`src/rtl/runner_frame_sequencer.sv`:
```
// runner_frame_sequencer: top-level sequencer for the running-man sprite/floor
// datapath on the 160x120 plot bus. After start it commands one floor draw,
// then loops once per frame: load origin, draw man, wait frame tick, erase,
// update jump/crouch physics.
//
// Ports:
//   clk, reset_n            clock, asynchronous active-low reset
//   start, jump, crouch     level requests from the player/controller
//   pause                   (only when RUNNER_PAUSE_EN is defined) holds WAIT
//   draw_floors_finish,
//   draw_man_finish,
//   erase_finish            sticky done flags from the datapath (rising edge used)
//   drawing_floors, draw_man, erase   datapath enables (one at a time)
//   ld_x, ld_y              one-cycle origin load strobes
//   x_out, y_out            man origin
//   normal1crouch0          posture (1 = standing, 0 = crouched)
//   frame_count             completed frames, wraps at 16 bits
//   busy                    high whenever not idle
//
// Optional feature macro: RUNNER_PAUSE_EN (adds the pause input).
module runner_frame_sequencer #(
  parameter int unsigned X_START      = 30,
  parameter int unsigned Y_GROUND     = 108,
  parameter int unsigned JUMP_FRAMES  = 12,
  parameter int unsigned FRAME_CYCLES = 833333
) (
  input  logic        clk,
  input  logic        reset_n,
  input  logic        start,
  input  logic        jump,
  input  logic        crouch,
`ifdef RUNNER_PAUSE_EN
  input  logic        pause,
`endif
  input  logic        draw_floors_finish,
  input  logic        draw_man_finish,
  input  logic        erase_finish,
  output logic        drawing_floors,
  output logic        draw_man,
  output logic        erase,
  output logic        ld_x,
  output logic        ld_y,
  output logic [7:0]  x_out,
  output logic [6:0]  y_out,
  output logic        normal1crouch0,
  output logic [15:0] frame_count,
  output logic        busy
);

  localparam int unsigned CNT_W    = $clog2(FRAME_CYCLES + 1);
  localparam int unsigned PH_W     = $clog2(2 * JUMP_FRAMES + 1);
  localparam int unsigned FIN_W    = 3;
  localparam logic [6:0]  Y_GND    = 7'(Y_GROUND);
  localparam logic [PH_W-1:0] PH_ASC  = PH_W'(JUMP_FRAMES);
  localparam logic [PH_W-1:0] PH_LAND = PH_W'(2 * JUMP_FRAMES - 1);

  typedef enum logic [2:0] {
    IDLE, FLOORS, LOAD, DRAW, WAIT, ERASE, UPDATE
  } state_t;

  state_t            state;
  logic [CNT_W-1:0]  frame_cyc;
  logic              frame_tick;
  logic [PH_W-1:0]   phase;
  logic              jump_pend;
  logic              jump_set;
  logic              wait_exit;
  logic [FIN_W-1:0]  fin_cur;
  logic [FIN_W-1:0]  fin_prev;
  logic [FIN_W-1:0]  fin_rise;

  assign x_out      = 8'(X_START);
  assign frame_tick = (frame_cyc == CNT_W'(FRAME_CYCLES - 1));
  assign fin_rise   = fin_cur & ~fin_prev;

`ifdef RUNNER_PAUSE_EN
  assign jump_set  = jump & ~pause;
  assign wait_exit = frame_tick & ~pause;
`else
  assign jump_set  = jump;
  assign wait_exit = frame_tick;
`endif

  // Free-running frame timer; frame_tick marks its wrap.
  always_ff @(posedge clk or negedge reset_n) begin
    if (!reset_n) begin
      frame_cyc <= '0;
    end else if (frame_tick) begin
      frame_cyc <= '0;
    end else begin
      frame_cyc <= frame_cyc + CNT_W'(1);
    end
  end

  // Finish flag edge detectors: bit 0 floors, bit 1 man, bit 2 erase.
  always_ff @(posedge clk or negedge reset_n) begin
    if (!reset_n) begin
      fin_cur  <= '0;
      fin_prev <= '0;
    end else begin
      fin_cur  <= {erase_finish, draw_man_finish, draw_floors_finish};
      fin_prev <= fin_cur;
    end
  end

  // Sequencer FSM with registered strobes, posture and jump physics.
  always_ff @(posedge clk or negedge reset_n) begin
    if (!reset_n) begin
      state          <= IDLE;
      drawing_floors <= 1'b0;
      draw_man       <= 1'b0;
      erase          <= 1'b0;
      ld_x           <= 1'b0;
      ld_y           <= 1'b0;
      y_out          <= Y_GND;
      normal1crouch0 <= 1'b1;
      frame_count    <= '0;
      busy           <= 1'b0;
      phase          <= '0;
      jump_pend      <= 1'b0;
    end else begin
      ld_x <= 1'b0;
      ld_y <= 1'b0;
      if (jump_set) jump_pend <= 1'b1;
      case (state)
        IDLE: begin
          jump_pend <= 1'b0;
          if (start) begin
            state          <= FLOORS;
            drawing_floors <= 1'b1;
            busy           <= 1'b1;
          end
        end
        FLOORS: begin
          if (fin_rise[0]) begin
            state          <= LOAD;
            drawing_floors <= 1'b0;
            ld_x           <= 1'b1;
            ld_y           <= 1'b1;
          end
        end
        LOAD: begin
          state    <= DRAW;
          draw_man <= 1'b1;
        end
        DRAW: begin
          if (fin_rise[1]) begin
            state    <= WAIT;
            draw_man <= 1'b0;
          end
        end
        WAIT: begin
          if (wait_exit) begin
            state       <= ERASE;
            erase       <= 1'b1;
            frame_count <= frame_count + 16'd1;
          end
        end
        ERASE: begin
          if (fin_rise[2]) begin
            state <= UPDATE;
            erase <= 1'b0;
          end
        end
        UPDATE: begin
          state <= LOAD;
          ld_x  <= 1'b1;
          ld_y  <= 1'b1;
          if (phase == '0) begin
            // A jump held during this very cycle counts as pending too.
            if (jump_pend || jump_set) begin
              phase          <= PH_W'(1);
              y_out          <= Y_GND - 7'd1;
              normal1crouch0 <= 1'b1;
              jump_pend      <= 1'b0;
            end else begin
              y_out          <= Y_GND;
              normal1crouch0 <= ~crouch;
            end
          end else if (phase < PH_ASC) begin
            y_out          <= y_out - 7'd1;
            phase          <= phase + PH_W'(1);
            normal1crouch0 <= 1'b1;
          end else if (phase == PH_LAND) begin
            y_out          <= Y_GND;
            phase          <= '0;
            normal1crouch0 <= 1'b1;
          end else begin
            y_out          <= y_out + 7'd1;
            phase          <= phase + PH_W'(1);
            normal1crouch0 <= 1'b1;
          end
        end
        default: state <= IDLE;
      endcase
    end
  end

endmodule

```
`config.mk`:
```
export PLATFORM = sky130hd
export DESIGN_NAME = runner_frame_sequencer
export DESIGN_NICKNAME = d
export VERILOG_FILES = /design/src/rtl/runner_frame_sequencer.sv
export SDC_FILE = /design/constraint.sdc
export NUM_CORES = 1
export LEC_CHECK = 0
export BUFFER_PORTS_ARGS = -buffer_cell sky130_fd_sc_hd__buf_2
export CAP_MARGIN = 20
export CORE_ASPECT_RATIO = 1.25
export CORE_MARGIN = 3
export CORE_UTILIZATION = 25
export CTS_CLUSTER_SIZE = 30
export DETAILED_ROUTE_END_ITERATION = 6
export PLACE_DENSITY = 0.49
export RECOVER_POWER = 100
export SYNTH_ARGS = -nofsm -noshare
export SYNTH_HDL_FRONTEND = slang
export SYNTH_SLANG_ARGS = --single-unit
export TNS_END_PERCENT = 10
```
`constraint.sdc`:
```
create_clock -name clk -period 2.6 [get_ports clk]
set_input_delay 0.39 -clock clk [delete_from_list [all_inputs] [get_ports clk]]
set_output_delay 0.39 -clock clk [all_outputs]
set_load 0.01 [all_outputs]
```
==> flow_metrics.tcl <==
set metrics [dict create \
    via_count 2600 \
    setup_viol 0 \
    cts_tree "done" \
    post-route-period-util_pct 82.3 \
    place_ws_ps 517 \
    synthCells 344 \
    drt_first_pass_iters 4 \
    cts.sinks 64 \
    clock_skew_ps 6.92 \
    crit_cells 6 \
    status "finished, final reports clean" \
    drt_drc_violations_left 0 \
    critical_path.most_common_cell "or4_1" \
    postCtsResizedCells 0 \
    final_nets 396 \
    crit_arrival_ps 2340 \
    syn_to_final_growth_pct 18.7 \
    clock_power_share_pct 37.3 \
    p_leak_nw 1.69 \
    crit_chain "inv_1, ha_1, nand4bb_1, or4_1, or4_1, mux2_1" \
    tns_ps 0 \
    hpwl_um 5720 \
    start_kind "register" \
    synth_top_flop_cell "dfrtp_1" \
    r2r_setup_slack_ps 460 \
    grt_max_degree 41 \
    ir_drop_mv 0.271 \
    required_ps 2800 \
    h-tree-depth 3 \
    drt-vias-per-instance 4.69 \
    min_period_ps 2140 \
    coreArea_mm2 0.0129 \
    power_frac_seq_pct 41.2 \
    avgSynthCellArea_um2 9.78 \
    p_switching_mw 1.05 \
    ys_seq_elements 64 \
    cts.clk_slew.worst_paths_ps 50 \
    synth_cell_types 57 \
    r2r_end "frame_count[1]$_DFFE_PN0P_" \
    rsz0062_at_grt "no" \
    drive_gt1_share_pct 10.4 \
    cpPeakStageDelay_ps 540 \
    drv_cap 0 \
    postCtsHoldBufs 0 \
    cp-startpoint "frame_cyc[0]$_DFF_PN0_" \
    critPathTopFamily "simple AND/OR/NAND/NOR gates" \
    crit_path_top_delay_cell "or4_1" \
    drt_wl_total_um 7800 \
    worstPathBufferInverterCount 1 \
    synth_seq_area_share_pct 47.8 \
    r2r_cells 6 \
    row_count 46 \
    r2r-start "frame_cyc[0]$_DFF_PN0_" \
    fmax_mhz 467 \
    p_per_area_mw_per_mm2 841 \
    grt_pass1_vias 2681 \
    relSlewSlack_pct 3.33 \
    p_int_mw 2.31 \
    end_kind "register" \
    hold_violations 0 \
    syn-cell-area_mm2 0.00336 \
    switching_share_pct 31.2 \
    cts_setup_buffers 0 \
    grt_util_all_layers_pct 11.5 \
    cts_buffers 9 \
    drt-initial-drc-count 194 \
    setup_slack_ps 460 \
    clockBufferDepth 2 \
    die_x_um 110 \
    slew_violations 0 \
    fill_cells 1345 \
    worst_slew_pin_slew_ps 1450 \
    io_pins 46 \
    synth-edff-count 0 \
    cp_max_fo 5 \
    combPwrFrac_pct 21.5 \
    wl_per_cell_um 14.1 \
    worst_hold_slack_ps 170 \
    cts-root-buf "clkbuf_16" \
    async_reset_ff_share_pct 100 \
    gp_congestion 0.794 \
    ys_warn_count 0 \
    antenna_found_initial 0 \
    grt_pass1_wl_um 13300 \
    num_antenna_cells 0 \
    numPortBuffers 37 \
    clock_latency_ps 320 \
    fin_util_pct 30.8 \
    hold_class "input pin to register" \
    die_h_um 136 \
    overflow 0 \
    initial_core_util_pct 26.0 \
    worst-setup-path-type "register to register" \
    antenna_left 0 \
    endpoint "frame_count[1]$_DFFE_PN0P_" \
    die_area_mm2 0.0149 \
]
-- final cells by class --
class,count,area [um^2],share of cell area (%)
Tap cell,168,210,5.26
Timing Repair Buffer,44,213,5.33
Clock buffer,14,284,7.11
Multi-Input combinational cell,247,1590,39.8
Inverter,15,56.3,1.41
Sequential cell,64,1610,40.3
Clock inverter,2,35.0,0.877
-- synthesized netlist by cell type, types with 5 or more instances --
| library cell | n | area share (%) |
|---|---|---|
| nor2_1 | 24 | 2.7 |
| xnor2_1 | 10 | 2.6 |
| nor4_1 | 6 | 1.1 |
| nand2b_1 | 5 | 0.93 |
| o21ai_0 | 18 | 2.7 |
| clkbuf_1 | 11 | 1.2 |
| nand3_1 | 16 | 2.4 |
| ha_1 | 7 | 2.6 |
| a21oi_1 | 11 | 1.6 |
| buf_4 | 9 | 2.0 |
| xor2_1 | 22 | 5.7 |
| nor3_1 | 18 | 2.7 |
| dfstp_2 | 5 | 3.9 |
| nor2b_1 | 5 | 0.93 |
| nand4_1 | 10 | 1.9 |
| and3_1 | 5 | 0.93 |
| inv_1 | 15 | 1.7 |
| dfrtp_1 | 59 | 44 |
| and4_1 | 5 | 1.3 |
| nand2_1 | 23 | 2.6 |
-- layer usage --
| layer | up-vias | wire, um | GRT usage [%] |
|---|---|---|---|
| met5 | - | 0 | 0 |
| met4 | 0 | 157 | 5.75 |
| met3 | 12 | 274 | 2.58 |
| met2 | 46 | 3970 | 19.5 |
| met1 | 1255 | 3400 | 13.5 |
| li1 | 1287 | - | - |
-- worst min path at each step --
stage	from	end	slack [ps]	depth (start not counted)
3_5_place_dp	fin_cur[1]$_DFF_PN0_	fin_prev[1]$_DFF_PN0_	380	0
3_3_place_gp	fin_cur[0]$_DFF_PN0_	fin_prev[0]$_DFF_PN0_	370	0
2_1_floorplan	reset_n	busy$_DFFE_PN0P_	90	0
5_1_grt	draw_floors_finish	fin_cur[0]$_DFF_PN0_	160	1
6_report	draw_floors_finish	fin_cur[0]$_DFF_PN0_	170	1
4_1_cts	reset_n	y_out[1]$_DFFE_PN0P_	100	1
-- cell families (layout without fill, tap and decap cells) --
group	count (synthesis)	in the layout	share of synthesized area [%]
flops	64	64	47.8
mux	5	5	1.64
xor+xnor	32	32	8.33
fa+ha+maj	7	7	2.60
simple gates	138	138	22.9
compound gates	57	57	11.0
buf+inv	39	75	5.47
other cells	2	8	0.223
-- sequential cells by signal (all words and copies together) (netlist names) --
name            cells
y_out               7
erase               1
frame_cyc          20
ld_y                1
jump_pend           1
busy                1
draw_man            1
phase               5
frame_count        16
fin_cur             3
drawing_floors      1
state               3
normal1crouch0      1
fin_prev            3
-- power by group through the flow --
stage                     logic (mW)  registers (mW)  clock network, mW
after CTS                      0.750            1.39               1.29
after global routing           0.824            1.42               1.34
after global placement         0.734            1.40                  0
after detailed placement       0.746            1.41                  0
after floorplan                0.561            1.33                  0
final                          0.722            1.38               1.25
-- per-stage QoR --
step                power [mW]  instance area, um^2  std cells
floorplan                 1.89                 3390        350
global placement          2.14                 3720        538
detailed placement        2.15                 3720        538
CTS                       3.43                 4040        554
global route              3.58                 3990        554
finish                    3.36                 3990        554
-- cell usage in the layout, fill, tap and decap left out, types with 6 or more instances in the layout --
master     synthesis  routed
nor3_1            18      18
clkbuf_1          11      29
nor4_1             6       6
conb_1             2       8
nor2_1            24      24
a21oi_1           11      11
clkbuf_16          0       9
nand3_1           16      16
o21ai_0           18      18
xnor2_1           10      10
inv_1             15      15
nand4_1           10      10
dfrtp_1           59      59
xor2_1            22      22
nand2_1           23      23
buf_2              3      10
ha_1               7       7
(Power assumes the default switching activity.)
